<file path="src/rtl/decode_stage.sv">
// Instruction decode stage: takes 4-byte words from fetch, cracks them into
// control fields, buffers them in a small FIFO for execute, and redirects
// fetch on an unconditional jump while discarding wrong-path words.
module decode_stage #(
   parameter int DEPTH    = 2,
   parameter int REG_BITS = 5
) (
   input  logic                clk,
   input  logic                rst,
   input  logic [7:0]          instruction1,
   input  logic [7:0]          instruction2,
   input  logic [7:0]          instruction3,
   input  logic [7:0]          instruction4,
   input  logic                data_ready,
   output logic                working,
   output logic                ex_valid,
   input  logic                ex_ready,
   output logic [2:0]          ex_class,
   output logic [3:0]          ex_alu_op,
   output logic [REG_BITS-1:0] ex_dst,
   output logic [REG_BITS-1:0] ex_src,
   output logic [15:0]         ex_imm,
   output logic                redirect_valid,
   output logic [15:0]         redirect_pc,
   input  logic                redirect_ack
);

   localparam int PTR_W   = (DEPTH > 1) ? $clog2(DEPTH) : 1;
   localparam int CNT_W   = $clog2(DEPTH + 1);
   localparam int ENTRY_W = 3 + 4 + 2 * REG_BITS + 16;
   localparam logic [CNT_W-1:0] FULL_COUNT = CNT_W'(DEPTH);

   localparam logic [2:0] CLS_NOP     = 3'd0;
   localparam logic [2:0] CLS_ALU_RR  = 3'd1;
   localparam logic [2:0] CLS_ALU_RI  = 3'd2;
   localparam logic [2:0] CLS_LOAD    = 3'd3;
   localparam logic [2:0] CLS_STORE   = 3'd4;
   localparam logic [2:0] CLS_JUMP    = 3'd5;
   localparam logic [2:0] CLS_PROC    = 3'd6;
   localparam logic [2:0] CLS_ILLEGAL = 3'd7;

   localparam logic [0:0] ST_RUN   = 1'b0;
   localparam logic [0:0] ST_FLUSH = 1'b1;

   logic [0:0]          state, state_n;
   logic                consumed, consumed_n;
   logic [CNT_W-1:0]    count, count_n;
   logic [PTR_W-1:0]    wr_ptr, rd_ptr;
   logic [ENTRY_W-1:0]  mem [DEPTH];

   logic [2:0]          dec_class;
   logic [3:0]          dec_alu_op;
   logic                dec_jmp;
   logic [ENTRY_W-1:0]  dec_entry;
   logic [ENTRY_W-1:0]  head;

   logic fresh, deq, room, enq, drop, take;

   // Crack the opcode byte into class and ALU sub-op.
   always_comb begin
      // NOTE: every output of a combinational block gets a default first so no path leaves it unassigned (which would infer a latch).
      dec_class  = CLS_ILLEGAL;
      dec_alu_op = 4'd0;
      dec_jmp    = 1'b0;
      if (instruction1 == 8'h00) begin
         dec_class = CLS_NOP;
      end else if (instruction1[7:4] == 4'h0) begin
         dec_class  = CLS_ALU_RR;
         dec_alu_op = instruction1[3:0];
      end else if (instruction1[7:4] == 4'h1) begin
         dec_class  = CLS_ALU_RI;
         dec_alu_op = instruction1[3:0];
      end else begin
         case (instruction1)
            8'h20:   dec_class = CLS_LOAD;
            8'h21:   dec_class = CLS_STORE;
            8'h30: begin
               dec_class = CLS_JUMP;
               dec_jmp   = 1'b1;
            end
            8'h31: begin
               dec_class  = CLS_JUMP;
               dec_alu_op = 4'd1;
            end
            8'h40:   dec_class = CLS_PROC;
            default: dec_class = CLS_ILLEGAL;
         endcase
      end
   end

   assign dec_entry = {dec_class, dec_alu_op, instruction2[7 -: REG_BITS],
                       instruction4[REG_BITS-1:0], instruction3, instruction4};

   // A dequeue in the same cycle frees a slot, so a full FIFO can still take a word.
   assign ex_valid = (count != '0);
   assign fresh    = data_ready && !consumed;
   assign deq      = ex_valid && ex_ready;
   assign room     = (count != FULL_COUNT) || deq;
   assign enq      = fresh && (state == ST_RUN) && room;
   assign drop     = fresh && (state == ST_FLUSH);
   assign take     = enq || drop;

   // Next-state for the handshake, the FIFO occupancy and the redirect FSM.
   always_comb begin
      count_n = count;
      case ({enq, deq})
         2'b10:   count_n = count + CNT_W'(1);
         2'b01:   count_n = count - CNT_W'(1);
         default: count_n = count;
      endcase

      consumed_n = consumed;
      if (!data_ready) consumed_n = 1'b0;
      else if (take)   consumed_n = 1'b1;

      state_n = state;
      if (state == ST_RUN && enq && dec_jmp)         state_n = ST_FLUSH;
      else if (state == ST_FLUSH && redirect_ack)    state_n = ST_RUN;
   end

   // Control state, pointers and the registered backpressure flag.
   always_ff @(posedge clk or negedge rst) begin
      if (!rst) begin
         state          <= ST_RUN;
         consumed       <= 1'b0;
         count          <= '0;
         wr_ptr         <= '0;
         rd_ptr         <= '0;
         working        <= 1'b0;
         redirect_valid <= 1'b0;
         redirect_pc    <= 16'h0000;
      end else begin
         // NOTE: sequential state uses non-blocking assignments so every register samples pre-edge values.
         state    <= state_n;
         consumed <= consumed_n;
         count    <= count_n;
         if (enq) wr_ptr <= wr_ptr + PTR_W'(1);
         if (deq) rd_ptr <= rd_ptr + PTR_W'(1);
         working  <= (count_n == FULL_COUNT) || (state_n == ST_FLUSH) || (fresh && !take);
         if (state == ST_RUN && enq && dec_jmp) begin
            redirect_valid <= 1'b1;
            redirect_pc    <= {instruction3, instruction4};
         end else if (state == ST_FLUSH && redirect_ack) begin
            redirect_valid <= 1'b0;
         end
      end
   end

   // FIFO storage write port.
   always_ff @(posedge clk) begin
      // NOTE: the storage array has no reset; occupancy is tracked by count and the outputs are masked while empty.
      if (enq) mem[wr_ptr] <= dec_entry;
   end

   // Head of FIFO, forced to zero while nothing is queued.
   assign head = ex_valid ? mem[rd_ptr] : '0;
   assign {ex_class, ex_alu_op, ex_dst, ex_src, ex_imm} = head;

endmodule

</file>
<file path="config.mk">
export PLATFORM = sky130hd
export DESIGN_NAME = decode_stage
export DESIGN_NICKNAME = d
export VERILOG_FILES = /design/src/rtl/decode_stage.sv
export SDC_FILE = /design/constraint.sdc
export NUM_CORES = 1
export LEC_CHECK = 0
export CELL_PAD_IN_SITES_DETAIL_PLACEMENT = 0
export CELL_PAD_IN_SITES_GLOBAL_PLACEMENT = 1
export CORE_ASPECT_RATIO = 1.4
export CORE_MARGIN = 2
export CORE_UTILIZATION = 39
export DETAILED_ROUTE_END_ITERATION = 10
export PLACE_DENSITY_LB_ADDON = 0.12
export SKIP_CTS_REPAIR_TIMING = 1
export SYNTH_ARGS = -nofsm -noshare
export SYNTH_HDL_FRONTEND = slang
export SYNTH_SLANG_ARGS = --single-unit
</file>
<file path="constraint.sdc">
create_clock -name clk -period 3.18 [get_ports clk]
set_input_delay 0.477 -clock clk [delete_from_list [all_inputs] [get_ports clk]]
set_output_delay 0.477 -clock clk [all_outputs]
set_load 0.005 [all_outputs]
</file>
# After elaboration in Yosys (flattened, before gate mapping)
# Memory sizes are Yosys's and may differ from the RTL's.
# Index checks and enable logic that the tools add are counted.
[totals]
input_bits = 37
reg_bits = 24
ram_bits = 66
memories = 1
[classes]
addsub = 4
n_eq_ne = 11
muxes = 22
n_reduce_logical = 20
bitwise = 1
[memory_table]
columns = ["memory", "depth", "word_bits", "read_ports", "rd_ports_with_merged_regs", "wr", "line_no", "rtl"]
rows = [
  ["mem", 2, 33, 1, 0, 1, "49", "logic [ENTRY_W-1:0] mem [DEPTH];"],
]
[ops]
columns = ["op", "n"]
rows = [
  ["$mux 33", 1],
  ["$eq 8x6->1 const B", 4],
  ["$mux 1", 13],
  ["$mux 4", 3],
  ["$pmux 3 s4", 1],
  ["$logic_and 1x1->1", 9],
  ["$mux 3", 3],
  ["$eq 8x7->1 const B", 1],
  ["$logic_not 8->1", 1],
  ["$eq 2x2->1 const B", 2],
  ["$eq 4x1->1 const B", 1],
  ["$logic_not 4->1", 1],
  ["$logic_or 1x1->1", 4],
  ["$pmux 2 s2", 1],
  ["$reduce_bool 2->1", 2],
  ["$add 1x1->1 const B", 2],
  ["$add 2x1->2 const B", 1],
  ["$eq 2x1->1 const B", 1],
  ["$logic_not 1->1", 2],
  ["$ne 2x1->1 const B", 1],
  ["$ne 2x2->1 const B", 1],
  ["$reduce_or 2->1", 1],
  ["$sub 2x1->2 const B", 1],
  ["$not 1->1", 1],
]

# Longest topological paths before layout
# Gate-level depths: netlist of the first run.
[depth]
word_depth = 9
ltp_mapped = 5

# Worst setup path before layout of the first run
# No wires, ideal clock.
[synth_timing]
kind = "input -> register"
start = "in data_ready"
end = "mem mem[0][10] (netlist bit) (enable)"
stages = 4
arrival_time_ps = 2195
setup_time_ps = 413
n_path_buf = 1
path_slack_ps = 572
path_cell_list = "nor3b_4 > buf_2 > nand2_1 > nor2_1"
[synth_between]
elab_chain_len = 5
[synth_lines]
columns = ["element", "line_no", "rtl"]
rows = [
  ["start: declaration", "14", "input logic data_ready,"],
  ["$logic_and 1x1->1", "96", "assign fresh = data_ready && !consumed;"],
  ["$logic_and 1x1->1 (2 in series)", "99", "assign enq = fresh && (state == ST_RUN) && room;"],
  ["$mux 1", "152", "if (enq) mem[wr_ptr] <= dec_entry;"],
  ["$mux 1 (implied by the code)", "152", ""],
  ["end: declaration", "49", ""],
]
# Every way passes these cells.

# Worst setup path in the final report of the first run
[layout_timing]
start = "reg rd_ptr"
end = "out ex_imm[12]"
[layout_between]
elab_chain_len = 2
[layout_lines]
columns = ["element", "line_no", "rtl"]
rows = [
  ["start: declaration", "48", "logic [PTR_W-1:0] wr_ptr, rd_ptr;"],
  ["start signal: assignment", "138", "if (deq) rd_ptr <= rd_ptr + PTR_W'(1);"],
  ["$mem_v2 2x33", "-", ""],
  ["$mux 33", "156", "assign head = ex_valid ? mem[rd_ptr] : '0;"],
  ["end: declaration", "22", "output logic [15:0] ex_imm,"],
]
# Every way passes these cells.

==> results of run 1 <==
-- metrics by stage --
step | utilization (%) | area, sq um
final | 55.83 | 4604
after global routing | 55.83 | 4604
after CTS | 55.83 | 4604
after detailed placement | 52.04 | 4292
after global placement | 52.04 | 4292
after floorplan | - | 3337
-- final cells by class --
type	count	share of cell area, %
sequential	80	49.59
multi-input combinational	121	20.73
timing repair buffer	92	19.62
clock buffer	10	4.973
tap	102	2.772
clock inverter	6	1.821
inverter	6	0.4891
-- cell families (layout without fill, tap and decap cells) --
logic type      count (synthesis)  after routing  synth area share, %
simple gates                   58             58                9.712
compound gates                 15             15                2.925
xor+xnor                        3              3               0.7875
flops                          80             80                68.39
buf+inv                        20            114                3.299
mux                            45             45                14.89
-- worst paths after layout --
path                                        end  depth (start not counted)      startpoint
worst max-delay path                 ex_imm[12]                          4          rd_ptr
worst min-delay path             redirect_valid                          2  redirect_valid
worst max register to register   redirect_pc[5]                          3           state
worst min register to register   redirect_valid                          2  redirect_valid
max in group asynchronous                rd_ptr                          2             rst
min in group asynchronous       redirect_pc[12]                          1             rst
-- per-layer routing --
layer / track usage [%] / wire length (um)
met5: 0 / 0
met3: 3.244 / 277
met4: 8.667 / 139
met1: 17.63 / 2499
met2: 25.09 / 3396
-- state kept, by name (all words and copies together) (netlist names) --
| name | count |
|---|---|
| state | 1 |
| redirect_valid | 1 |
| mem | 56 |
| working | 1 |
| redirect_pc | 16 |
| rd_ptr | 1 |
| wr_ptr | 1 |
| consumed | 1 |
| count | 2 |
-- tightest hold or removal path, cell delays in order, from the launching register on --
cell     delay, ns
dfrtp_1       0.35
nand2_1       0.05
nand2_1       0.05
-- power by group through the flow --
stage | clock network [mW] | logic [mW] | registers (mW)
after floorplan | 0 | 0.543 | 1.30
after global placement | 0 | 1.04 | 1.37
after detailed placement | 0 | 1.05 | 1.38
after CTS | 1.09 | 1.05 | 1.35
after global routing | 1.13 | 1.12 | 1.37
final | 1.06 | 1.02 | 1.35
-- cells in the final DEF (no fill, tap or decap), types with 2 or more instances in the layout --
cell,Yosys,layout
and2_1,3,3
buf_4,6,7
mux2_4,7,7
o21ai_0,5,5
edfxtp_1,56,56
clkdlybuf4s50_1,0,85
inv_1,6,6
nand2_1,5,5
dfrtp_1,24,23
clkbuf_16,0,9
xnor2_1,3,3
clkinv_2,0,3
a21oi_1,2,2
nor2_1,33,31
mux2i_1,29,29
or3_1,2,2
and3_1,3,3
mux2_2,9,9
a211oi_1,2,2
bufinv_16,0,2
==> qor.yml, run 1 <==
floorplan:
  die_w_um: 82.18
  rows: 39
  ioPinCount: 89
  die_area_sq_um: 9322
  start_util_pct: 40.46
  die_y_um: 113.4
  core_sq_um: 8247
power_and_ir_drop:
  leakage_nw: 1.817
  p_sw_uw: 891.5
  p_per_area_nw_per_um2: 745.2
  ir_worst_vdd_v: 0.0003753
  clockPowerShare_pct: 30.9
  p_int_mw: 2.540
  finalPower_mw: 3.431
  sw_frac_of_total_pct: 25.98
  power_frac_seq_pct: 39.4
  p_comb_share_pct: 29.7
synth:
  async_flop_share_pct: 30.00
  synthTopCellsByArea: "edfxtp_1, dfrtp_1, mux2i_1, nor2_1, mux2_4"
  yosysWarnings: 0
  yosysTopAreaCellShare_pct: 50.39
  syn_area_sq_um: 3337
  synth_seq_cells: 80
  ys_types: 38
  seq_area_frac_synth_pct: 68.39
  synth.avg_cell_area_sq_um: 15.10
  synth-edff-count: 56
  yosysTopAreaCell: "edfxtp_1"
  synth_top_cells_by_count: "edfxtp_1, nor2_1, mux2i_1, dfrtp_1, mux2_2"
  syn_inst: 221
  synth_nets: 258
  ys.flop_type: "edfxtp_1"
  yosysMostFrequentCell: "edfxtp_1"
timing:
  fin_hold_ws_ns: 0.4811
  relSlewSlack_pct: 57.35
  skew_ns: 0.007594
  hold_viol: 0
  maxSlewViolCount: 0
  worst_pin_slew_ns: 0.6377
  period_share_pct: 78.44
  min_period_ns: 2.494
  worst_slack_ns: 0.6856
  setup_viol: 0
  rsz0062_at_grt: "no"
  fmax_mhz: 400.9
  tns_ns: 0
worst_setup_path:
  required_ns: 2.70
  crit_family: "buffers and inverters"
  path_cells: "buf_4, mux2i_1, nor2_1, clkdlybuf4s50_1"
  crit_type: "flop to output pin"
  crit_path_end_kind: "output pin"
  cp_max_fo: 18
  critPathMaxStageDelay_ns: 0.69
  worst-path-buf-inv: 2
  cp.arrival_ns: 2.02
  cp_slowest_cell: "dfrtp_2"
  r2r_setup_slack_ns: 1.17
  cp-start-kind: "flop"
route:
  via_per_inst: 4.890
  drtIter0Drc: 49
  antenna_left: 0
  drt_first_pass_iters: 4
  vias: 2039
  route.detailed.drc: 0
  avgRoutedWirePerCell_um: 15.14
  wl_um: 6312
outcome:
  status: "finished clean"
clock_tree:
  cts_buffers: 9
  clkLatencyLatePin_ns: 0.33
  cts_tree: "done"
  path_clk_slew_ns: 0.06
  ctsRootBufferMaster: "clkbuf_16"
  cts_buffer_depth: 2
  cts_sinks: 80
  h-tree-depth: 3
placed_design:
  gp_congestion: 0.7502
  hpwl_um: 4325
  place_inst: 401
  place_ws_ns: 0.6256
  portBuffers: 85
finish:
  multiInputGateArea_sq_um: 954.7
  diodes: 0
  fin_nets: 347
  fill_cells: 703
  regArea_sq_um: 2283
  finalNonFillerCells: 417
  area_growth_pct: 37.98
  drive_gt1_share_pct: 14.92
grt:
  grt_usage_pct: 15.07
  overflow: 0
  grt_pass1_vias: 2079
  antenna_found_initial: 0
  grt_max_degree: 30
  grt_pass1_wl_um: 10240
run:
  drv_cap: 0
min_path:
  min_path_type: "flop to flop"
No activity file was read; power rests on OpenSTA's default activity.
==> inputs of run 2 (changes only) <==
clock period = 2.6 ns   (was 3.18 ns; I/O delays follow)
==> run 2 against run 1 <==
First-iteration DRC count up 55%. Count of clock-buffer cells in the layout unchanged. Global-route usage up 0.48 points. Utilization up 0.091 points. Largest power group unchanged. Highest routed layer unchanged. Sequential cell count unchanged.
==> qor.yml, run 2 (synthesis results as in run 1) <==
finish:
  layout_commonest_cell: "clkdlybuf4s50_1"
  final_cell_mix: "clkdlybuf4s50_1, edfxtp_1, nor2_1, mux2i_1, dfrtp_1"
  drive_gt1_share_pct: 15.19  # +0.27 points
  fin_nets: 348  # +0.29%
  largest_reg_flops: 56  # unchanged
  finalNonFillerCells: 418  # +0.24%
  area_growth_pct: 38.21
  max_flop_register: "mem"
  diodes: 0  # unchanged
  final_core_util_pct: 55.92  # +0.091 points
  reg_top3: "mem x56, redirect_pc x16, count x2"
route:
  wl_um: 6397  # +1.3%
  drtIter0Drc: 76  # +55%
  drt_first_pass_iters: 3  # -1
  route.detailed.drc: 0  # unchanged
  avgRoutedWirePerCell_um: 15.30  # +1.1%
  via_per_inst: 4.844  # -0.92%
  vias: 2025  # -0.69%
  antenna_left: 0  # unchanged
clock_tree:
  cts_tree: "done"
  h-tree-depth: 3  # unchanged
  cts_buffer_depth: 2  # unchanged
  path_clk_slew_ns: 0.06  # about the same
  cts_sinks: 80  # unchanged
  clkLatencyLatePin_ns: 0.34  # about the same
  ctsRootBufferMaster: "clkbuf_16"
  cts_buffers: 9  # unchanged
worst_setup_path:
  cp_slowest_cell: "dfrtp_4"
  path_cells: "mux2i_1, nor2_1, clkdlybuf4s50_1"
  critPathMaxStageDelay_ns: 0.76  # +0.07 ns
  required_ns: 2.21  # -0.49 ns
  cp-start-kind: "flop"
  crit_path_end_kind: "output pin"
  cp_max_fo: 29  # +11
  cp.arrival_ns: 1.92  # -0.10 ns
  crit_type: "flop to output pin"
  r2r_start: "count[1]"
  crit_family: "flip-flops"
  worst-path-buf-inv: 1  # -1
  startpoint: "rd_ptr"
min_path:
  min_path_type: "input pin to async pin"
timing:
  setup_viol: 0  # unchanged
  period_share_pct: 88.70
  relSlewSlack_pct: 54.92  # -2.4 points
  worst_pin_slew_ns: 0.6741  # +0.03638 ns
  min_period_ns: 2.306
  fin_hold_ws_ns: 0.4621  # -0.01897 ns
  maxSlewViolCount: 0  # unchanged
  rsz0062_at_grt: "no"
  fmax_mhz: 433.6
  skew_ns: 0.003292  # -0.004302 ns
  hold_viol: 0  # unchanged
placed_design:
  hpwl_um: 4332  # +0.17%
  gp_congestion: 0.7495  # about the same
  place_inst: 402  # +0.25%
  portBuffers: 85  # unchanged
outcome:
  status: "finished clean"
floorplan:
  die_y_um: 113.4  # unchanged
  start_util_pct: 40.46  # unchanged
  rows: 39  # unchanged
  ioPinCount: 89  # unchanged
  core_sq_um: 8247  # unchanged
  die_w_um: 82.18  # unchanged
  die_area_sq_um: 9322  # unchanged
power_and_ir_drop:
  clockPowerShare_pct: 29.8  # -1.1 points
  leakage_nw: 1.812  # -0.30%
  finalPower_mw: 4.145  # +21%
  sw_frac_of_total_pct: 26.69  # +0.71 points
  ir_worst_vdd_v: 0.0004331  # +15%
  p_sw_mw: 1.106  # +24%
  power_frac_seq_pct: 41.2  # +1.8 points
  p_comb_share_pct: 29.1  # -0.6 points
  p_int_mw: 3.039  # +20%
  p_per_area_nw_per_um2: 898.7  # +21%
run:
  drv_cap: 0  # unchanged
grt:
  overflow: 0  # unchanged
  grt_max_degree: 30  # unchanged
  antenna_found_initial: 0  # unchanged
  grt_pass1_vias: 2096  # +0.82%
  grt_pass1_wl_um: 10560  # +3.1%
  grt_usage_pct: 15.55  # +0.48 points
-- run 2: cell count changes in the layout (fill, tap and decap cells not counted), sizes merged --
cell	change
clkinvlp	+2
buf	+1
bufinv	-1
clkinv	-1
-- run 2: worst paths after layout --
kind                                        end  slack [ns]  depth (start not counted)
worst min-delay path            redirect_pc[10]        0.46                          1
worst min register to register   redirect_valid        0.48                          2
max in group asynchronous        redirect_pc[0]        1.49                          2
min in group clk                 redirect_valid        0.48                          2
worst max register to register  redirect_pc[12]        0.77                          3
worst max-delay path                ex_class[1]        0.29                          3
-- run 2: worst reg2reg max path, cell delays in order, from the launching register on --
cell and delay, ns:
dfrtp_1 0.52, or3b_4 0.47, nand4_4 0.34, mux2_2 0.39
-- run 2: stage by stage --
| stage | cell area [sq um] | setup slack (ns) | TNS (ns) |
|---|---|---|---|
| 5_1_grt | 4612 | 0.1411 | 0 |
| 6_report | 4612 | 0.2939 | 0 |
| 3_3_place_gp | 4312 | 0.2854 | 0 |
| 3_5_place_dp | 4312 | 0.2714 | 0 |
| 4_1_cts | 4609 | -0.002225 | -0.002225 |
| 2_1_floorplan | 3337 | 0.02572 | 0 |
-- run 2: layout make-up --
type	instances	area [sq um]
multi-input cells	121	954.7
well taps	102	127.6
clock inverters	6	58.81
flip-flops and latches	80	2286
clock buffers	10	239.0
fillers	696	3635
repair buffers	93	923.4
inverters	6	22.52
-- run 2: power groups by stage --
stage,Sequential [mW],Combinational (mW),Clock (mW)
global placement,1.73,1.23,0
CTS,1.71,1.25,1.27
finish,1.71,1.20,1.23
detailed placement,1.73,1.24,0
floorplan,1.59,0.664,0
global route,1.73,1.33,1.33
-- run 2: layer usage --
layer / up-vias / part of all wire [%] / global-route usage [%]
met1: 970 / 37 / 17.78
met2: 54 / 54 / 25.75
met5: - / 0 / 0
met4: 0 / 2.5 / 8.333
met3: 13 / 5.9 / 4.589
li1: 988 / - / -
